<file path="src/rtl/axi_cache_port_mux.sv">
// Multiplexes NumPorts cache-side AXI masters onto one memory-side AXI port.
// Define AXI_CACHE_PORT_MUX_RR_EN for round-robin AR/AW arbitration; the default is fixed priority.
package axi_cache_port_mux_pkg;
   localparam int unsigned IdW = 4;

   typedef struct packed {
      logic [IdW-1:0] id;
      logic [31:0]    addr;
      logic [7:0]     len;
      logic [2:0]     size;
      logic [1:0]     burst;
   } ax_chan_t;

   typedef ax_chan_t ar_chan_t;
   typedef ax_chan_t aw_chan_t;

   typedef struct packed {
      logic [31:0] data;
      logic [3:0]  strb;
      logic        last;
   } w_chan_t;

   typedef struct packed {
      logic [IdW-1:0] id;
      logic [31:0]    data;
      logic [1:0]     resp;
      logic           last;
   } r_chan_t;

   typedef struct packed {
      logic [IdW-1:0] id;
      logic [1:0]     resp;
   } b_chan_t;

   typedef struct packed {
      aw_chan_t aw;
      logic     aw_valid;
      w_chan_t  w;
      logic     w_valid;
      logic     b_ready;
      ar_chan_t ar;
      logic     ar_valid;
      logic     r_ready;
   } req_t;

   typedef struct packed {
      logic    aw_ready;
      logic    ar_ready;
      logic    w_ready;
      logic    b_valid;
      b_chan_t b;
      logic    r_valid;
      r_chan_t r;
   } rsp_t;
endpackage

module axi_cache_port_mux #(
   parameter int unsigned NumPorts       = 3,
   parameter int unsigned IdWidth        = 4,
   parameter int unsigned WFifoDepth     = 4,
   parameter int unsigned MaxOutstanding = 8,
   parameter type axi_req_t     = axi_cache_port_mux_pkg::req_t,
   parameter type axi_rsp_t     = axi_cache_port_mux_pkg::rsp_t,
   parameter type axi_ar_chan_t = axi_cache_port_mux_pkg::ar_chan_t,
   parameter type axi_aw_chan_t = axi_cache_port_mux_pkg::aw_chan_t,
   parameter type axi_w_chan_t  = axi_cache_port_mux_pkg::w_chan_t
) (
   input  logic                     clk_i,
   input  logic                     rst_ni,
   input  axi_req_t [NumPorts-1:0]  port_req_i,
   output axi_rsp_t [NumPorts-1:0]  port_rsp_o,
   output axi_req_t                 axi_req_o,
   input  axi_rsp_t                 axi_rsp_i,
   output logic                     busy_o,
   output logic                     id_err_o
);
   localparam int unsigned PW = $clog2(NumPorts);
   localparam int unsigned LW = IdWidth - PW;
   localparam int unsigned CW = $clog2(MaxOutstanding + 1);
   localparam int unsigned FW = $clog2(WFifoDepth);
   localparam logic [CW-1:0] CntMax = CW'(MaxOutstanding);

   logic [CW-1:0] rd_cnt_q [NumPorts];
   logic [CW-1:0] rd_cnt_d [NumPorts];
   logic [CW-1:0] wr_cnt_q [NumPorts];
   logic [CW-1:0] wr_cnt_d [NumPorts];
   logic          ar_lock_q, ar_lock_d, aw_lock_q, aw_lock_d;
   logic [PW-1:0] ar_gnt_q, ar_gnt_d, aw_gnt_q, aw_gnt_d;
   logic [PW-1:0] fifo_mem_q [WFifoDepth];
   logic [PW-1:0] fifo_mem_d [WFifoDepth];
   logic [FW:0]   fifo_wr_q, fifo_wr_d, fifo_rd_q, fifo_rd_d;
   logic          w_done_q, w_done_d;
   logic          id_err_q, id_err_d;
   logic          busy_q, busy_d;

   logic [NumPorts-1:0] ar_req, aw_req;
   logic [PW-1:0]       ar_sel, aw_sel, w_sel, r_port, b_port, fifo_head;
   logic                ar_vld, ar_hs, aw_vld, aw_hs;
   logic                w_en, w_vld, w_last_hs;
   logic                r_ok, b_ok, r_rdy, b_rdy, r_hs, b_hs;
   logic                fifo_empty, fifo_full, fifo_push, fifo_pop;
   int                  ar_start, aw_start;
   axi_ar_chan_t        ar_out;
   axi_aw_chan_t        aw_out;
   axi_w_chan_t         w_out;

   // First requesting index at or after start, wrapping modulo NumPorts.
   function automatic logic [PW-1:0] pick(input logic [NumPorts-1:0] req, input int start);
      logic [PW-1:0] res;
      logic [PW-1:0] idx_l;
      logic          found;
      int            idx;
      res   = '0;
      found = 1'b0;
      for (int k = 0; k < NumPorts; k++) begin
         idx = start + k;
         if (idx >= NumPorts) idx = idx - NumPorts;
         idx_l = PW'(idx);
         if (!found && req[idx_l]) begin
            res   = idx_l;
            found = 1'b1;
         end
      end
      return res;
   endfunction

`ifdef AXI_CACHE_PORT_MUX_RR_EN
   logic [PW-1:0] ar_rr_q, ar_rr_d, aw_rr_q, aw_rr_d;

   function automatic logic [PW-1:0] next_idx(input logic [PW-1:0] idx);
      return (32'(idx) == NumPorts - 1) ? '0 : idx + 1'b1;
   endfunction

   assign ar_start = int'(ar_rr_q);
   assign aw_start = int'(aw_rr_q);
   assign ar_rr_d  = ar_hs ? next_idx(ar_sel) : ar_rr_q;
   assign aw_rr_d  = aw_hs ? next_idx(aw_sel) : aw_rr_q;
`else
   assign ar_start = 0;
   assign aw_start = 0;
`endif

   always_comb begin
      for (int i = 0; i < NumPorts; i++) begin
         ar_req[i] = port_req_i[i].ar_valid && (rd_cnt_q[i] != CntMax);
         aw_req[i] = port_req_i[i].aw_valid && (wr_cnt_q[i] != CntMax);
      end
   end

   assign ar_sel = ar_lock_q ? ar_gnt_q : pick(ar_req, ar_start);
   assign aw_sel = aw_lock_q ? aw_gnt_q : pick(aw_req, aw_start);
   assign ar_vld = rst_ni && (ar_lock_q ? port_req_i[ar_sel].ar_valid : |ar_req);
   assign aw_vld = rst_ni && !fifo_full && (aw_lock_q ? port_req_i[aw_sel].aw_valid : |aw_req);
   assign ar_hs  = ar_vld && axi_rsp_i.ar_ready;
   assign aw_hs  = aw_vld && axi_rsp_i.aw_ready;

   assign fifo_empty = (fifo_wr_q == fifo_rd_q);
   assign fifo_full  = (fifo_wr_q[FW] != fifo_rd_q[FW]) && (fifo_wr_q[FW-1:0] == fifo_rd_q[FW-1:0]);
   assign fifo_head  = fifo_mem_q[fifo_rd_q[FW-1:0]];

   // w_done_q marks a fall-through burst that finished before its AW was accepted.
   assign w_sel     = fifo_empty ? aw_sel : fifo_head;
   assign w_en      = rst_ni && (fifo_empty ? (aw_vld && !w_done_q) : 1'b1);
   assign w_vld     = w_en && port_req_i[w_sel].w_valid;
   assign w_last_hs = w_vld && axi_rsp_i.w_ready && port_req_i[w_sel].w.last;
   assign fifo_push = aw_hs && !w_done_q && !(fifo_empty && w_last_hs);
   assign fifo_pop  = w_last_hs && !fifo_empty;

   assign r_port = axi_rsp_i.r.id[IdWidth-1 -: PW];
   assign b_port = axi_rsp_i.b.id[IdWidth-1 -: PW];
   assign r_ok   = 32'(r_port) < NumPorts;
   assign b_ok   = 32'(b_port) < NumPorts;
   assign r_rdy  = rst_ni && (r_ok ? port_req_i[r_port].r_ready : 1'b1);
   assign b_rdy  = rst_ni && (b_ok ? port_req_i[b_port].b_ready : 1'b1);
   assign r_hs   = axi_rsp_i.r_valid && r_rdy;
   assign b_hs   = axi_rsp_i.b_valid && b_rdy;

   always_comb begin
      ar_out    = port_req_i[ar_sel].ar;
      ar_out.id = {ar_sel, port_req_i[ar_sel].ar.id[LW-1:0]};
      aw_out    = port_req_i[aw_sel].aw;
      aw_out.id = {aw_sel, port_req_i[aw_sel].aw.id[LW-1:0]};
      w_out     = port_req_i[w_sel].w;
      axi_req_o          = '0;
      axi_req_o.ar       = ar_out;
      axi_req_o.ar_valid = ar_vld;
      axi_req_o.aw       = aw_out;
      axi_req_o.aw_valid = aw_vld;
      axi_req_o.w        = w_out;
      axi_req_o.w_valid  = w_vld;
      axi_req_o.r_ready  = r_rdy;
      axi_req_o.b_ready  = b_rdy;
   end

   always_comb begin
      for (int i = 0; i < NumPorts; i++) begin
         port_rsp_o[i]          = '0;
         port_rsp_o[i].ar_ready = ar_vld && axi_rsp_i.ar_ready && (ar_sel == PW'(i));
         port_rsp_o[i].aw_ready = aw_vld && axi_rsp_i.aw_ready && (aw_sel == PW'(i));
         port_rsp_o[i].w_ready  = w_en && axi_rsp_i.w_ready && (w_sel == PW'(i));
         port_rsp_o[i].r        = axi_rsp_i.r;
         port_rsp_o[i].r.id     = {{PW{1'b0}}, axi_rsp_i.r.id[LW-1:0]};
         port_rsp_o[i].r_valid  = rst_ni && axi_rsp_i.r_valid && r_ok && (r_port == PW'(i));
         port_rsp_o[i].b        = axi_rsp_i.b;
         port_rsp_o[i].b.id     = {{PW{1'b0}}, axi_rsp_i.b.id[LW-1:0]};
         port_rsp_o[i].b_valid  = rst_ni && axi_rsp_i.b_valid && b_ok && (b_port == PW'(i));
      end
   end

   always_comb begin
      busy_d = 1'b0;
      for (int i = 0; i < NumPorts; i++) begin
         rd_cnt_d[i] = rd_cnt_q[i];
         wr_cnt_d[i] = wr_cnt_q[i];
         case ({ar_hs && (ar_sel == PW'(i)),
                r_hs && r_ok && axi_rsp_i.r.last && (r_port == PW'(i))})
            2'b10:   rd_cnt_d[i] = rd_cnt_q[i] + 1'b1;
            2'b01:   rd_cnt_d[i] = rd_cnt_q[i] - 1'b1;
            default: rd_cnt_d[i] = rd_cnt_q[i];
         endcase
         case ({aw_hs && (aw_sel == PW'(i)), b_hs && b_ok && (b_port == PW'(i))})
            2'b10:   wr_cnt_d[i] = wr_cnt_q[i] + 1'b1;
            2'b01:   wr_cnt_d[i] = wr_cnt_q[i] - 1'b1;
            default: wr_cnt_d[i] = wr_cnt_q[i];
         endcase
         if ((rd_cnt_q[i] != '0) || (wr_cnt_q[i] != '0)) busy_d = 1'b1;
      end
   end

   always_comb begin
      fifo_mem_d = fifo_mem_q;
      if (fifo_push) fifo_mem_d[fifo_wr_q[FW-1:0]] = aw_sel;
      fifo_wr_d = fifo_wr_q + (FW+1)'(fifo_push);
      fifo_rd_d = fifo_rd_q + (FW+1)'(fifo_pop);
      if (aw_hs)                         w_done_d = 1'b0;
      else if (fifo_empty && w_last_hs)  w_done_d = 1'b1;
      else                               w_done_d = w_done_q;
      ar_lock_d = ar_vld && !axi_rsp_i.ar_ready;
      aw_lock_d = aw_vld && !axi_rsp_i.aw_ready;
      ar_gnt_d  = ar_sel;
      aw_gnt_d  = aw_sel;
      id_err_d  = id_err_q || (axi_rsp_i.r_valid && !r_ok) || (axi_rsp_i.b_valid && !b_ok);
   end

   always_ff @(posedge clk_i) begin
      if (!rst_ni) begin
         for (int i = 0; i < NumPorts; i++) begin
            rd_cnt_q[i] <= '0;
            wr_cnt_q[i] <= '0;
         end
         for (int j = 0; j < WFifoDepth; j++) fifo_mem_q[j] <= '0;
         fifo_wr_q <= '0;
         fifo_rd_q <= '0;
         w_done_q  <= 1'b0;
         ar_lock_q <= 1'b0;
         aw_lock_q <= 1'b0;
         ar_gnt_q  <= '0;
         aw_gnt_q  <= '0;
         id_err_q  <= 1'b0;
         busy_q    <= 1'b0;
`ifdef AXI_CACHE_PORT_MUX_RR_EN
         ar_rr_q   <= '0;
         aw_rr_q   <= '0;
`endif
      end else begin
         rd_cnt_q   <= rd_cnt_d;
         wr_cnt_q   <= wr_cnt_d;
         fifo_mem_q <= fifo_mem_d;
         fifo_wr_q  <= fifo_wr_d;
         fifo_rd_q  <= fifo_rd_d;
         w_done_q   <= w_done_d;
         ar_lock_q  <= ar_lock_d;
         aw_lock_q  <= aw_lock_d;
         ar_gnt_q   <= ar_gnt_d;
         aw_gnt_q   <= aw_gnt_d;
         id_err_q   <= id_err_d;
         busy_q     <= busy_d;
`ifdef AXI_CACHE_PORT_MUX_RR_EN
         ar_rr_q    <= ar_rr_d;
         aw_rr_q    <= aw_rr_d;
`endif
      end
   end

   assign busy_o   = busy_q;
   assign id_err_o = id_err_q;
endmodule

</file>
<file path="config.mk">
export PLATFORM = sky130hd
export DESIGN_NAME = axi_cache_port_mux
export DESIGN_NICKNAME = d
export VERILOG_FILES = /design/src/rtl/axi_cache_port_mux.sv
export SDC_FILE = /design/constraint.sdc
export NUM_CORES = 1
export LEC_CHECK = 0
export CAP_MARGIN = 20
export CORE_AREA = 2 2 299 301
export CTS_CLUSTER_DIAMETER = 40
export DETAILED_ROUTE_END_ITERATION = 8
export DIE_AREA = 0 0 301 303
export RECOVER_POWER = 25
export SYNTH_ARGS = -nofsm -noshare
export SYNTH_HDL_FRONTEND = slang
export SYNTH_SLANG_ARGS = --single-unit
</file>
<file path="constraint.sdc">
create_clock -name clk_i -period 4.3 [get_ports clk_i]
set_input_delay 0.43 -clock clk_i [delete_from_list [all_inputs] [get_ports clk_i]]
set_output_delay 0.43 -clock clk_i [all_outputs]
set_load 0.005 [all_outputs]
</file>
# After elaboration in Yosys (flattened, before gate mapping)

Cells that the tools add are included.
Widths: inputs -> output; s select.

Add/sub/neg operators: 14
Magnitude comparators: 10
Equal/unequal tests: 31
Mux-type cells: 41
Bitwise logic cells: 3
Reduce and logical (&&, ||, !) cells: 100

Operators by type and width:

| operator            | count |
|---|---|
| $bmux 140 s2        | 5 |
| $mux 138            | 1 |
| $mux 90             | 1 |
| $logic_and 1x1->1   | 63 |
| $mux 52             | 1 |
| $mux 49             | 1 |
| $pmux 4 s2          | 6 |
| $add 4x1->4 const B | 6 |
| $ne 4x4->1 const B  | 6 |
| $reduce_bool 4->1   | 6 |
| $sub 4x1->4 const B | 6 |
| $eq 2x1->1 const B  | 11 |
| $eq 2x2->1 const B  | 11 |
| $mux 2              | 8 |
| $lt 2x3->1 const B  | 5 |
| $mux 1              | 15 |
| $logic_not 1->1     | 12 |
| $reduce_bool 2->1   | 6 |
| $logic_not 2->1     | 5 |
| $bwmux 8            | 1 |
| $add 3x1->3         | 2 |
| $ge 3x3->1 const B  | 2 |
| $not 2->3           | 2 |
| $reduce_or 3->1     | 2 |
| other kinds (10)    | 15 |

Bits in registers: 47
Output and inout bits: 292

# Depth between registers and ports, before layout

Gate-level depths: netlist of the first run.

Word-level depth: 24
Depth in mapped cells: 17
Depth with buffers taken out: 15

# Worst setup path after synthesis of the first run

No wires, ideal clock.

Path type: flip-flop to flip-flop
Start: reg wr_cnt_q[8] (netlist bit)
End: reg wr_cnt_q[11] (netlist bit)
Library setup time: 0.070 ns
Arrival: 3.357 ns
Data required time: 4.230 ns
Path slack: 0.872 ns
Cell stages (with the launch flop): 16
Period minus slack after synthesis: 3.428 ns
Cell sequence: dfxtp_1 or4b_4 a21oi_2 nand3_1 and2_1 clkbuf_1 buf_2 buf_1 nand4_1 ha_1 ha_1 a21o_2 a21oi_1 xnor2_1 or3_1 a21oi_1

Longest elaborated chain between the ends: 18

Ends and longest elaborated chain:

| element                                         | RTL line | RTL |
|---|---|---|
| from (decl)                                     | 85       | `logic [CW-1:0] wr_cnt_q [NumPorts];` |
| from (signal assigned)                          | 267      | `wr_cnt_q <= wr_cnt_d;` |
| $ne 4x4->1                                      | 146      | `aw_req[i] = port_req_i[i].aw_valid && (wr_cnt_q[i] != CntMax);` |
| $logic_and 1x1->1                               | 146      |  |
| $mux 1                                          | 119      | `if (!found && req[idx_l]) begin` |
| $logic_not 1->1                                 | 119      |  |
| $logic_and 1x1->1                               | 119      |  |
| $mux 1                                          | 119      |  |
| $logic_not 1->1                                 | 119      |  |
| $logic_and 1x1->1                               | 119      |  |
| [... 2 more ...]                                | n/a      |  |
| $bmux 140 s2                                    | 153      | `assign aw_vld = rst_ni && !fifo_full && (aw_lock_q ? port_req_i[aw_sel].aw_valid : \|aw_req);` |
| $mux 138                                        | n/a      |  |
| $mux 1                                          | 153      |  |
| $logic_and 1x1->1                               | 153      |  |
| $logic_and 1x1->1                               | 155      | `assign aw_hs = aw_vld && axi_rsp_i.aw_ready;` |
| $logic_and 1x1->1                               | 221      | `case ({aw_hs && (aw_sel == PW'(i)), b_hs && b_ok && (b_port == PW'(i))})` |
| $eq 2x1->1 or $eq 2x2->1 (tied branches)        | 221      |  |
| $pmux 4 s2 or $reduce_bool 2->1 (tied branches) | n/a      |  |

Several ways; a longest one is shown, not always the timed one. The select of a mux whose other input is x is not followed.
A chain may end at the register's enable or synchronous reset.

==> results.md, run 1 <==
* Run status: finished, final reports clean
* Post-DP HPWL at 33,900 um
* Non-filler cells, final at 2,533
* Crit Path Category: reg -> out
* Num ports at 764
* Post-CTS sizing at 0
* Post-synthesis sequential area ratio at 0.136
* P&R area growth vs syn at 93.1%
* Vias per cell at 3.18
* Routed wire length at 39,000 um
* CTS tree: done
* PortBufs at 579
* Die Width at 301 um
* NumNets Final at 1,864
* Cells after synthesis at 939
* Yosys top cell by area: mux2i_1
* RR Endpoint: rd_cnt_q[11]$_SDFFE_PN0P_
* First-pass GRT wire length at 52,300 um
* Startpoint class of the critical path: flop
* Max VDD drop at 141 uV
* HP Start: fifo_mem_q[2]$_SDFFE_PN0P_
* R2R setup slack at 0.68 ns
* DR iter-0 viols at 357
* Hold EP: fifo_mem_q[2]$_SDFFE_PN0P_
* Dominant synthesized flop cell: dfxtp_1
* Fillers at 10,000
* Synth warn at 0
* Die height at 303 um
* PwrDens at 164 nW/um2
* Routed length per instance at 15.4 um
* Largest net degree at the start of global routing at 51
* DRT antenna net count at 0
* Slew Limit Fails at 0
* Synth area leaders: mux2i_1 20%, buf_4 15%, dfxtp_1 14%
* Syn Std Cell Area at 6900 um2
* Crit path cell chain: or4b_4, a21oi_2, a21boi_2, clkinv_1, a21o_2, buf_4, mux2i_1, o21ai_0, clkdlybuf4s50_1
* Endpoint class of the critical path: output pin
* Top cell type's share of synthesized area at 0.203
* Critical path's slowest cell: a21o_2
* Drc violations at 0
* Seq pwr share at 0.211
* Final Wtd Congestion at 0.800
* CP Data Arrival Time at 3.49 ns
* Final hold viol count at 0
* Total number of vias at 8,059
* Logic pwr share at 0.552
* Internal power at 0.00154 W
* Static Leak at 5.07 nW
* Clk sinks at 47
* Total gr overflow at 0
* Rows at 109
* Final Skew at 0.0169 ns
* Die area at 91,200 um2
* Synthesis-stage register bit count at 47
* Share of layout cells above drive strength 1 at 0.0440
* GRT Resource Usage Total at 0.0780
* FMAX at 0.255 GHz
* Crit-path leading delay family: compound AO/OA/AOI/OAI gates
* Crit path required time at 3.87 ns
* Synth cell types at 66
* Worst Hold Class: reg -> reg
* Worst slew margin at 0.517
* Syn Area/Cell at 7.34 um2
* Clk Latency, worst-skew pair at 0.30 ns
* H-tree depth at 2
* Min cycle time layout at 3.92 ns
* Max Root-Sink Buffers at 2
* Total CTS buffers at 5
* Drt pass-1 iters at 4
* TNS Setup at 0 ns
* NetSw at 0.000649 W
* Ratio of final minimum period to clock period at 0.911
* Slew @ Worst Pin at 0.724 ns
* Number of post-CTS setup repair buffers at 0
* Starting Density at 0.0784
* Core area at 88,000 um2
* Post-synth EDFFs at 0
* Worst Hold Depth at 2
* Worst Setup SP: wr_cnt_q[8]$_SDFFE_PN0P_
* Max stage delay on crit path at 0.60 ns
* Final setup vio count at 0
* Clk slew on worst S/H paths at 0.07 ns
* PnR Total Power at 0.00219 W
* Core Util, Final at 0.151
* Ys async rst share at 0
* Worst Reg-to-Reg Cells at 15
* # placed instances at 2,522
* Bufs and invs on worst path at 3
* Root Buffer: clkbuf_16
* RSZ-0062 raised after global routing: false
* Peak fanout along the critical path at 22
* Clock power frac at 0.238
* Number of global-route vias before repair at 7,780
* Switching Share at 0.297
* Initial antenna violation count at 17
* Max_cap viols at 0
* Reg-to-Reg Start: rd_cnt_q[8]$_SDFFE_PN0P_
* Hold-fix buffers at CTS at 0
[worst min-delay path, delay by kind of cell, from the launching register on]
family / cells / cell delay [ns]
multiplexers: 1 / 0.05
AND/OR/NAND/NOR: 1 / 0.05
flip-flops: 1 / 0.32
[metrics by stage]
| stage | setup WS, ns | hold WS [ns] | instance area [um2] |
|---|---|---|---|
| detailed placement | 0.473 | 0.452 | 13100 |
| global placement | 0.501 | 0.439 | 13100 |
| finish | 0.384 | 0.463 | 13300 |
| global route | 0.209 | 0.480 | 13300 |
| floorplan | 0.872 | 0.432 | 6940 |
| CTS | 0.351 | 0.467 | 13300 |
[Yosys cell counts (3+ instances only)]
master	number
and2_1	10
o211ai_1	3
mux2i_1	140
nor2_1	40
a22oi_1	4
fa_1	6
nand4_1	4
or3_1	7
and3_1	5
a21oi_1	29
a211oi_1	3
o21ai_0	137
nor2b_1	6
dfxtp_1	47
xor2_1	15
buf_1	5
xnor2_1	11
buf_2	3
and4_1	3
ha_1	22
clkbuf_1	38
nor3_1	10
nor3b_1	3
nand2_1	153
a21o_1	7
nand3_1	5
inv_1	30
buf_4	142
[cells by family after synthesis]
family | count (synthesis) | synth area share
AND/OR/NAND/NOR | 267 | 0.185
other | 1 | 0.000544
multiplexers | 144 | 0.213
buffers and inverters | 222 | 0.203
XOR/XNOR | 26 | 0.0330
adder cells (fa/ha/maj) | 28 | 0.0573
AO/OA/AOI/OAI | 204 | 0.171
flip-flops | 47 | 0.136
[registers in the layout, indices dropped and copies added, names as in the netlist]
signal,count
id_err_o,1
fifo_rd_q,3
wr_cnt_q,12
rd_cnt_q,12
ar_lock_q,1
aw_lock_q,1
ar_gnt_q,2
aw_gnt_q,2
busy_o,1
fifo_wr_q,3
fifo_mem_q,8
w_done_q,1
[worst max-delay path by stage]
stage / end / slack (ns) / cells past startpoint
detailed placement: wr_cnt_q[11]$_SDFFE_PN0P_ / 0.47 / 12
global placement: wr_cnt_q[11]$_SDFFE_PN0P_ / 0.50 / 12
global route: axi_req_o[65] / 0.21 / 9
finish: axi_req_o[64] / 0.38 / 9
floorplan: wr_cnt_q[11]$_SDFFE_PN0P_ / 0.87 / 15
CTS: axi_req_o[64] / 0.35 / 9
[power groups by stage]
stage,clock network [W],logic (W),registers (W)
6_report,0.000520,0.00121,0.000461
2_1_floorplan,0,0.000478,0.000467
3_3_place_gp,0,0.00122,0.000470
5_1_grt,0.000558,0.00130,0.000463
4_1_cts,0.000539,0.00123,0.000461
3_5_place_dp,0,0.00122,0.000471
[layout make-up]
cell class,count,area (um2),area share
inverters,31,116,0.00874
clock inverters,3,67.6,0.00507
multi-input cells,681,4620,0.347
repair buffers,598,5980,0.449
clock buffers,5,125,0.00940
flip-flops and latches,47,941,0.0707
diodes,3,7.51,0.000564
well taps,1165,1460,0.109
[cell usage in the layout, fill, tap and decap left out, types with 6 or more instances in the layout]
| cell type | synthesis | routed |
|---|---|---|
| dfxtp_1 | 47 | 47 |
| conb_1 | 1 | 12 |
| o21ai_0 | 137 | 137 |
| nor2_1 | 40 | 39 |
| and2_1 | 10 | 8 |
| ha_1 | 22 | 22 |
| a21oi_1 | 29 | 29 |
| mux2i_1 | 140 | 140 |
| a21o_1 | 7 | 6 |
| xor2_1 | 15 | 15 |
| xnor2_1 | 11 | 11 |
| nand2_1 | 153 | 153 |
| or3_1 | 7 | 7 |
| nor2b_1 | 6 | 6 |
| nor3_1 | 10 | 10 |
| clkdlybuf4s50_1 | 0 | 579 |
| inv_1 | 30 | 30 |
| buf_4 | 142 | 16 |
| fa_1 | 6 | 6 |
[routing by layer]
metal | GRT usage | vias to the layer above | share of wire
met5 | 0 | - | 0.0031
met4 | 0.0208 | 20 | 0.022
met3 | 0.0407 | 70 | 0.13
met2 | 0.139 | 471 | 0.50
met1 | 0.0793 | 3565 | 0.35
li1 | - | 3933 | -
(Power assumes the default switching activity.)
==> run 2: changes to the inputs <==
--- a/config.mk
+++ b/config.mk
@@ -10,7 +10,8 @@
 export CTS_CLUSTER_DIAMETER = 40
 export DETAILED_ROUTE_END_ITERATION = 8
 export DIE_AREA = 0 0 301 303
-export RECOVER_POWER = 25
+export RECOVER_POWER = 50
+export SLEW_MARGIN = 0
 export SYNTH_ARGS = -nofsm -noshare
 export SYNTH_HDL_FRONTEND = slang
 export SYNTH_SLANG_ARGS = --single-unit
==> run 2 against run 1 <==
Effect of this change:
- the run now ends with capacitance limit, slew limit left
- register-to-register slack got worse by 0.06 ns
- worst hold slack better by 0.00064 ns
- power decreased by 0.17%
- utilization barely moved
- combinational power barely moved
- sequential share of layout area barely moved
- first-iteration DRC count decreased by 5.3%
- non-clock buffer count stayed put
==> results.md, run 2 (synthesized netlist as in run 1, its figures left out) <==
* Most common cell after layout, fill and taps aside: clkdlybuf4s50_1
* Peak fanout along the critical path at 22 (unchanged)
* Die height at 303 um (unchanged)
* Num ports at 764 (unchanged)
* Number of post-CTS setup repair buffers at 0 (unchanged)
* Routed length per instance at 15.4 um (about the same)
* Slew Limit Fails at 32 (+32)
* PortBufs at 579 (unchanged)
* Drt pass-1 iters at 4 (unchanged)
* DR WL met2 at 19,500 um (-0.22%)
* First-pass GRT wire length at 52,300 um (unchanged)
* Final hold viol count at 0 (unchanged)
* Metal1 wirelength at 13,600 um (-0.15%)
* FMAX at 0.253 GHz (-0.84%)
* Startpoint class of the critical path: flop
* Slew @ Worst Pin at 1.58 ns (+0.856 ns)
* Core area at 88,000 um2 (unchanged)
* Post-CTS sizing at 0 (unchanged)
* WL met3 at 4970 um (+0.73%)
* Final setup vio count at 0 (unchanged)
* Run status: complete, but fails checks
* Most frequent cells in the layout: 562 x clkdlybuf4s50_1, 153 x nand2_1, 141 x mux2i_1
* Rows at 109 (unchanged)
* Hold-fix buffers at CTS at 0 (unchanged)
* Largest net degree at the start of global routing at 51 (unchanged)
* Ratio of final minimum period to clock period at 0.918 (+0.00775)
* TNS Setup at 0 ns (unchanged)
* Final Skew at 0.0205 ns (+0.00363 ns)
* Crit Path Category: reg -> out
* CTS tree: done
* P&R area growth vs syn at 92.4%
* PwrDens at 165 nW/um2 (+0.16%)
* Max VDD drop at 142 uV (+0.33%)
* Number of global-route vias before repair at 7,780 (unchanged)
* Clk sinks at 47 (unchanged)
* Placement Cell Area at 13,100 um2 (unchanged)
* CP Data Arrival Time at 3.52 ns (+0.03 ns)
* Final Wtd Congestion at 0.800 (unchanged)
* Die Width at 301 um (unchanged)
* DR iter-0 viols at 338 (-5.3%)
* DRT antenna net count at 0 (unchanged)
* Clk slew on worst S/H paths at 0.07 ns (about the same)
* GRT Resource Usage Total at 0.0780 (unchanged)
* Endpoint class of the critical path: output pin
* Max Used Layer: met5
* Post-DP HPWL at 33,900 um (unchanged)
* Starting Density at 0.0784 (unchanged)
* Routed wire length at 39,000 um (about the same)
* Initial antenna violation count at 19 (+2)
* Vias per cell at 3.19 (+0.17%)
* Final Cell Area at 13,300 um2 (-0.33%)
* Root Buffer: clkbuf_16
* H-tree depth at 2 (unchanged)
* Min cycle time layout at 3.95 ns (+0.0333 ns)
* Drc violations at 0 (unchanged)
* Max Root-Sink Buffers at 2 (unchanged)
* Worst Hold Class: reg -> reg
* Total CTS buffers at 5 (unchanged)
* Clk Latency, worst-skew pair at 0.31 ns (about the same)
* Largest regs: rd_cnt_q (12), wr_cnt_q (12), fifo_mem_q (8)
* Share of layout cells above drive strength 1 at 0.0381 (-0.00586)
* Total gr overflow at 0 (unchanged)
* NumNets Final at 1,864 (unchanged)
* Crit path required time at 3.87 ns (about the same)
* Worst Hold Depth at 2 (unchanged)
* Worst slew margin at -0.0537 (-0.571)
* Max_cap viols at 1 (+1)
* RSZ-0062 raised after global routing: false
* Worst Reg-to-Reg Cells at 15 (unchanged)
* Die area at 91,200 um2 (unchanged)
* Total number of vias at 8,073 (+0.17%)
* Static Leak at 5.09 nW (+0.38%)
* Failing checks: capacitance limit, slew limit
## run 2: changes by cell type in the layout (fill, tap and decap cells not counted), moves of 2 or more
| cell | change |
|---|---|
| clkdlybuf4s50_1 | -17 |
| buf_4 | -2 |
| clkbuf_1 | +2 |
| dlygate4sd3_1 | +17 |
## run 2: worst paths after layout
kind,from,endpoint,slack (ns)
setup / recovery,wr_cnt_q[8]$_SDFFE_PN0P_,axi_req_o[64],0.35
hold / removal,fifo_mem_q[2]$_SDFFE_PN0P_,fifo_mem_q[2]$_SDFFE_PN0P_,0.46
setup reg to reg,rd_cnt_q[8]$_SDFFE_PN0P_,rd_cnt_q[11]$_SDFFE_PN0P_,0.62
hold reg to reg,fifo_mem_q[2]$_SDFFE_PN0P_,fifo_mem_q[2]$_SDFFE_PN0P_,0.46
## run 2: metrics by stage
stage / cells / setup slack, ns / total power, W / hold slack, ns / util
2_1_floorplan: 950 / 0.872 / 0.000946 / 0.432 / -
3_3_place_gp: 2522 / 0.501 / 0.00169 / 0.439 / 0.149
3_5_place_dp: 2522 / 0.473 / 0.00169 / 0.452 / 0.149
4_1_cts: 2530 / 0.351 / 0.00223 / 0.467 / 0.151
5_1_grt: 2532 / 0.164 / 0.00232 / 0.480 / 0.151
6_report: 2533 / 0.351 / 0.00218 / 0.463 / 0.151
## run 2: final cells by class
type / count / area, um2
Sequential cell: 47 / 941
Clock inverter: 3 / 67.6
Timing Repair Buffer: 598 / 5970
Multi-Input combinational cell: 681 / 4590
Antenna cell: 3 / 7.51
Clock buffer: 5 / 125
Fill cell: 10012 / 74700
Inverter: 31 / 116
Tap cell: 1165 / 1460
## run 2: worst max-delay path: stages, from the launching register on
cell and delay [ns]:
dfxtp_1 0.36, or4b_1 0.59, a21oi_2 0.24, a21boi_2 0.10, clkinv_1 0.11, a21o_2 0.60
buf_4 0.34, mux2i_1 0.09, o21ai_0 0.21, clkdlybuf4s50_1 0.55
## run 2: report_power, final
part / internal [W] / switching (W)
registers: 0.000447 / 0.0000131
clock network: 0.000334 / 0.000190
logic: 0.000752 / 0.000447
total: 0.00153 / 0.000650
## run 2: per-layer routing
layer,up-vias,global-route usage
met4,20,0.0208
met1,3567,0.0793
met3,72,0.0407
met5,-,0
met2,478,0.139
li1,3936,-
